`config.mk`:
```
export PLATFORM = sky130hd
export DESIGN_NAME = biu_clk_en_div
export DESIGN_NICKNAME = d
export VERILOG_FILES = /design/src/rtl/biu_clk_en_div_pkg.sv /design/src/rtl/biu_clk_en_div.sv
export SDC_FILE = /design/constraint.sdc
export NUM_CORES = 1
export LEC_CHECK = 0
export ABC_AREA = 1
export BUFFER_PORTS_ARGS = -buffer_cell sky130_fd_sc_hd__buf_4
export CAP_MARGIN = 30
export CELL_PAD_IN_SITES_DETAIL_PLACEMENT = 0
export CELL_PAD_IN_SITES_GLOBAL_PLACEMENT = 2
export CORE_MARGIN = 5
export CORE_UTILIZATION = 25
export DETAILED_ROUTE_END_ITERATION = 10
export PLACE_DENSITY_LB_ADDON = 0.1
export RECOVER_POWER = 25
export REMOVE_ABC_BUFFERS = 1
export SLEW_MARGIN = 10
export SYNTH_ARGS = -nofsm -noshare
export SYNTH_HDL_FRONTEND = slang
export SYNTH_SLANG_ARGS = --single-unit
export TNS_END_PERCENT = 20
```
`constraint.sdc`:
```
create_clock -name i_pad_clk -period 2.1 [get_ports i_pad_clk]
set_clock_uncertainty 0.05 [all_clocks]
set_input_delay 0.525 -clock i_pad_clk [delete_from_list [all_inputs] [get_ports i_pad_clk]]
set_output_delay 0.525 -clock i_pad_clk [all_outputs]
set_load 0.05 [all_outputs]
```
`src/rtl/biu_clk_en_div_pkg.sv`:
```
// Shared clock-ratio definitions used by the APB ratio register, the BIU and
// the clock-enable divider. The divide factor for a ratio value r is N = r + 1.
package biu_clk_en_div_pkg;

    // Width of the clock-ratio field carried on pad_biu_clkratio
    localparam int CLK_RATIO_W = 3;

    // Ratio in effect out of reset: N = 1, enable every cycle
    localparam int CLK_RATIO_RESET = 0;

endpackage

```
`src/rtl/biu_clk_en_div.sv`:
```
// Bus clock-enable divider. Produces a single-cycle clk_en once every
// (cur_ratio + 1) cycles, plus a one-cycle-early strobe. New ratios are
// adopted only on a period boundary or while idle, so enable periods are
// never shortened or stretched.
module biu_clk_en_div
    import biu_clk_en_div_pkg::*;
#(
    parameter int                 RATIO_W     = CLK_RATIO_W,
    parameter logic [RATIO_W-1:0] RESET_RATIO = RATIO_W'(CLK_RATIO_RESET)
) (
    input  logic               i_pad_clk,
    input  logic               clkrst,
    input  logic               div_en,
    input  logic [RATIO_W-1:0] pad_biu_clkratio,
    output logic               clk_en,
    output logic               clk_en_pre,
    output logic [RATIO_W-1:0] cur_ratio,
    output logic [RATIO_W-1:0] period_cnt,
    output logic               ratio_chg_done
);

    logic               run_reg;
    logic               run_next;
    logic [RATIO_W-1:0] cnt_reg;
    logic [RATIO_W-1:0] cnt_next;
    logic [RATIO_W-1:0] ratio_reg;
    logic [RATIO_W-1:0] ratio_next;
    logic [RATIO_W-1:0] req_q_reg;
    logic               done_reg;
    logic               done_next;

    logic               boundary;
    logic               pending;
    logic               adopt;

    // Period boundary, pending-change and adoption decode
    always_comb begin
        boundary = run_reg && (cnt_reg == ratio_reg);
        pending  = (req_q_reg != ratio_reg);
        // A ratio can switch safely at the end of a period or whenever idle
        adopt    = pending && (boundary || !run_reg);
    end

    // Next-state computation for the counter, ratio, run flag and done pulse
    always_comb begin
        run_next   = div_en;
        ratio_next = ratio_reg;
        cnt_next   = '0;
        done_next  = adopt;
        if (adopt) begin
            ratio_next = req_q_reg;
        end
        // Count only while running and staying enabled; a falling div_en
        // discards the remainder of the period so the counter restarts at 0.
        if (run_reg && div_en && !boundary && !adopt) begin
            cnt_next = cnt_reg + RATIO_W'(1);
        end
    end

    // State registers; reset overrides every other update
    always_ff @(posedge i_pad_clk) begin
        if (clkrst) begin
            run_reg   <= 1'b0;
            cnt_reg   <= '0;
            ratio_reg <= RESET_RATIO;
            req_q_reg <= RESET_RATIO;
            done_reg  <= 1'b0;
        end else begin
            run_reg   <= run_next;
            cnt_reg   <= cnt_next;
            ratio_reg <= ratio_next;
            req_q_reg <= pad_biu_clkratio;
            done_reg  <= done_next;
        end
    end

    // Output decode; clk_en comes from registers only, clk_en_pre looks
    // one cycle ahead and is forced low while reset is asserted.
    always_comb begin
        clk_en         = run_reg && (cnt_reg == ratio_reg);
        clk_en_pre     = !clkrst && div_en && (cnt_next == ratio_next);
        cur_ratio      = ratio_reg;
        period_cnt     = cnt_reg;
        ratio_chg_done = done_reg;
    end

endmodule

```
==> impl_metrics.csv <==
group,metric,value,unit
routing,drt-vias-per-instance,4.31,
clock_tree,tritoncts_clock_tree,"built",
floorplan,row_count,17,
worst_setup_path,startpoint_type,"flip-flop",
placed_design,gp_congestion,0.769,
synthesis,syn_inst,93,
layout,antenna_cells_inserted,0,
grt,largest_net_degree_at_the_start_of_global_routing,12,
placed_design,postPlaceCellArea,820,µm²
layout,final_layout_size_suffix_gt1_share,53.2,%
placed_design,dp_cells,145,
hold_path,holdCritPathClass,"input port to flip-flop",
sta,min_period_over_period,111,%
synthesis,yosysWarnings,0,
routing,detail_route.wl_per_cell,11.5,µm
synthesis,netlist_area,598,µm²
sta,finalHoldViolCount,0,
worst_setup_path,crit_required,1520,ps
sta,setup_repair_after_global_routing_missed_its_margin,"yes",
grt,antenna_violations_before_repair,0,
worst_setup_path,slowest_delay,370,ps
floorplan,die_w,58.9,µm
clock_tree,clk_latency,280,ps
sta,timing.final.setup_violations,1,
clock_tree,clock_path_buffers,2,
floorplan,top_level_ports,15,
power_and_ir_drop,power_per_cell_area,594,mW/mm²
layout,number_of_standard_cells_in_the_layout_taps_in_and_fillers_out,152,
layout,layout.cells.most_common,"buf_4",
placed_design,hpwlAfterDp,1210,µm
run_status,violations,"setup timing",
synthesis,post_synth_fa_ha_maj_area_fraction,2.09,%
worst_setup_path,critPathSlowestCell,"dfxtp_4",
layout,fillcell_total,238,
layout,design_area,0.00101,mm²
layout,final_nets,132,
layout,areaGrowthSynthToFinish,68.4,%
routing,detail_route.drc_violations,0,
power_and_ir_drop,total_power,598,µW
run,total_of_max_cap_violations,0,
sta,report.final.slew_viol_count,0,
synthesis,synth_sequential_area_ratio,36.8,%
routing,initialDrtViolationCount,7,
clock_tree,clkTransAtPathRegs,80,ps
worst_setup_path,timing.critical_path.to_type,"primary output",
synthesis,synth_top_family_by_area,"simple AND/OR/NAND/NOR gates",
synthesis,synth-simple-area-share,43.3,%
sta,slew_worst_pin,413,ps
synthesis,share_of_cell_area_taken_by_muxes_after_synthesis,0,%
routing,wl,1750,µm
synthesis,post_synth_xor_area_fraction,2.93,%
clock_tree,cts_num_sinks,11,
power_and_ir_drop,irDropWorstVdd,0.383,mV
layout,layout.core_utilization,44.7,%
power_and_ir_drop,cellLeakagePower,0.472,nW
synthesis,synth-seq-cells,11,
floorplan,fp.coreArea,0.00225,mm²
worst_setup_path,crit_path_max_fanout,5,
sta,slew-limit-headroom,72.4,%
clock_tree,cts-buffers-inserted,3,
grt,grt_overflow,0,
clock_tree,clock-root-buffer,"clkbuf_4",
routing,drt_pre_antenna_iters,4,
grt,wire_length_of_the_first_global_routing_pass,2840,µm
worst_setup_path,timing.setup.critical_path_class,"flip-flop to primary output",
clock_tree,post_cts_hold_buffers,0,
worst_setup_path,cp.arrival,1760,ps
synthesis,compound_gate_portion_of_the_synthesized_area,3.35,%
sta,maxClockFrequency,428,MHz
run_status,run_status,"complete, but fails checks",
grt,first_global_vias,637,
synthesis,synth.distinct_cells,17,
grt,grt_use_total,11.1,%
sta,finalHoldWorstSlack,394,ps
worst_setup_path,critical_path.cell_chain,"buf_6, o21ai_0, nor2_1, nand2_2, nand3_1, nand3_2, nand3_2, nor2_2, buf_6",
layout,area_of_combinational_cells_with_multiple_inputs,422,µm²
placed_design,numPortBuffers,14,
floorplan,die_height,58.9,µm
routing,antenna_left,0,
floorplan,dieArea,0.00347,mm²
layout,final-seq-area,233,µm²
sta,postLayoutSetupSlackWorst,-236,ps
floorplan,effective_utilization_at_floorplan,26.5,%
synthesis,post_synth.cell_area_avg,6.43,µm²
layout,layout.cells.most_common_list,"buf_4 (26), nand2_1 (14), nor2_1 (14), inv_1 (12), nand2_2 (8)",
sta,post-route-min-period,2340,ps
routing,via_count,655,
clock_tree,clock_tree.htree_level_count,1,
## worst max-delay path, delay by kind of cell (launching register included)
family / cells / cell delay (ps)
compound gates: 1 / 150
buf+inv: 2 / 280
flops: 1 / 370
simple gates: 6 / 690
## per-stage QoR
stage	worst slack, ps	TNS, ps
6_report	-236	-236
3_3_place_gp	-33.2	-33.2
4_1_cts	-231	-231
5_1_grt	-328	-358
2_1_floorplan	-598	-804
3_5_place_dp	7.10	0
## cell families after synthesis
| logic type | count (synthesis) |
|---|---|
| DFF | 11 |
| xor gates and xnor gates | 2 |
| adders and majority gates | 1 |
| AOI/OAI and AO/OA | 4 |
| buffers and inverters | 18 |
| and+or+nand+nor | 57 |
## Yosys cell counts
master    instances  area [µm²]
o21ai_0           2        10.0
nand4_1           3        18.8
nand2_1          21        78.8
buf_2             1        5.00
ha_1              1        12.5
xnor2_1           1        8.76
nor2_1           15        56.3
xor2_1            1        8.76
clkbuf_1          1        3.75
nand2_2           3        18.8
inv_1            15        56.3
dfxtp_1          11         220
nand2_4           1        11.3
nand3_2           1        10.0
nand3_1          13        65.1
a21oi_1           2        10.0
inv_2             1        3.75
## where the power goes
part | internal, mW | switching (mW) | total [mW]
Combinational | 0.0891 | 0.121 | 0.210
Sequential | 0.220 | 0.0133 | 0.233
Clock | 0.0737 | 0.0813 | 0.155
Total | 0.383 | 0.216 | 0.598
## area by class of cell
class | instances | share of cell area (%)
Multi-Input combinational cell | 64 | 41.9
Clock buffer | 4 | 2.61
Tap cell | 28 | 3.48
Timing Repair Buffer | 29 | 22.7
Sequential cell | 11 | 23.1
Inverter | 16 | 6.21
## worst paths after layout
check | cells after the start | from | end | slack, ps
setup reg to reg | 8 | cur_ratio[0]$_SDFF_PP0_ | ratio_chg_done$_SDFF_PP0_ | 700
hold reg to reg | 2 | req_q_reg[0]$_SDFF_PP0_ | cur_ratio[0]$_SDFF_PP0_ | 490
hold / removal | 3 | pad_biu_clkratio[2] | req_q_reg[2]$_SDFF_PP0_ | 390
setup / recovery | 9 | cur_ratio[0]$_SDFF_PP0_ | clk_en_pre | -240
## per-layer routing
layer | GRT usage, % | wire length [µm]
met3 | 3.73 | 120
met1 | 14.2 | 840
met2 | 15.9 | 757
met4 | 6.80 | 29
met5 | 0 | 0
## repair_timing
item / in CTS / in global routing
gates resized for setup: 16 / 23
buffers inserted: 0 / 3
pin swaps: 6 / 10
endpoints found under the setup margin: 2 / 2
gates cloned: 0 / 0
endpoints found under the hold margin: 0 / 0
No activity file was read; power rests on OpenSTA's default activity.
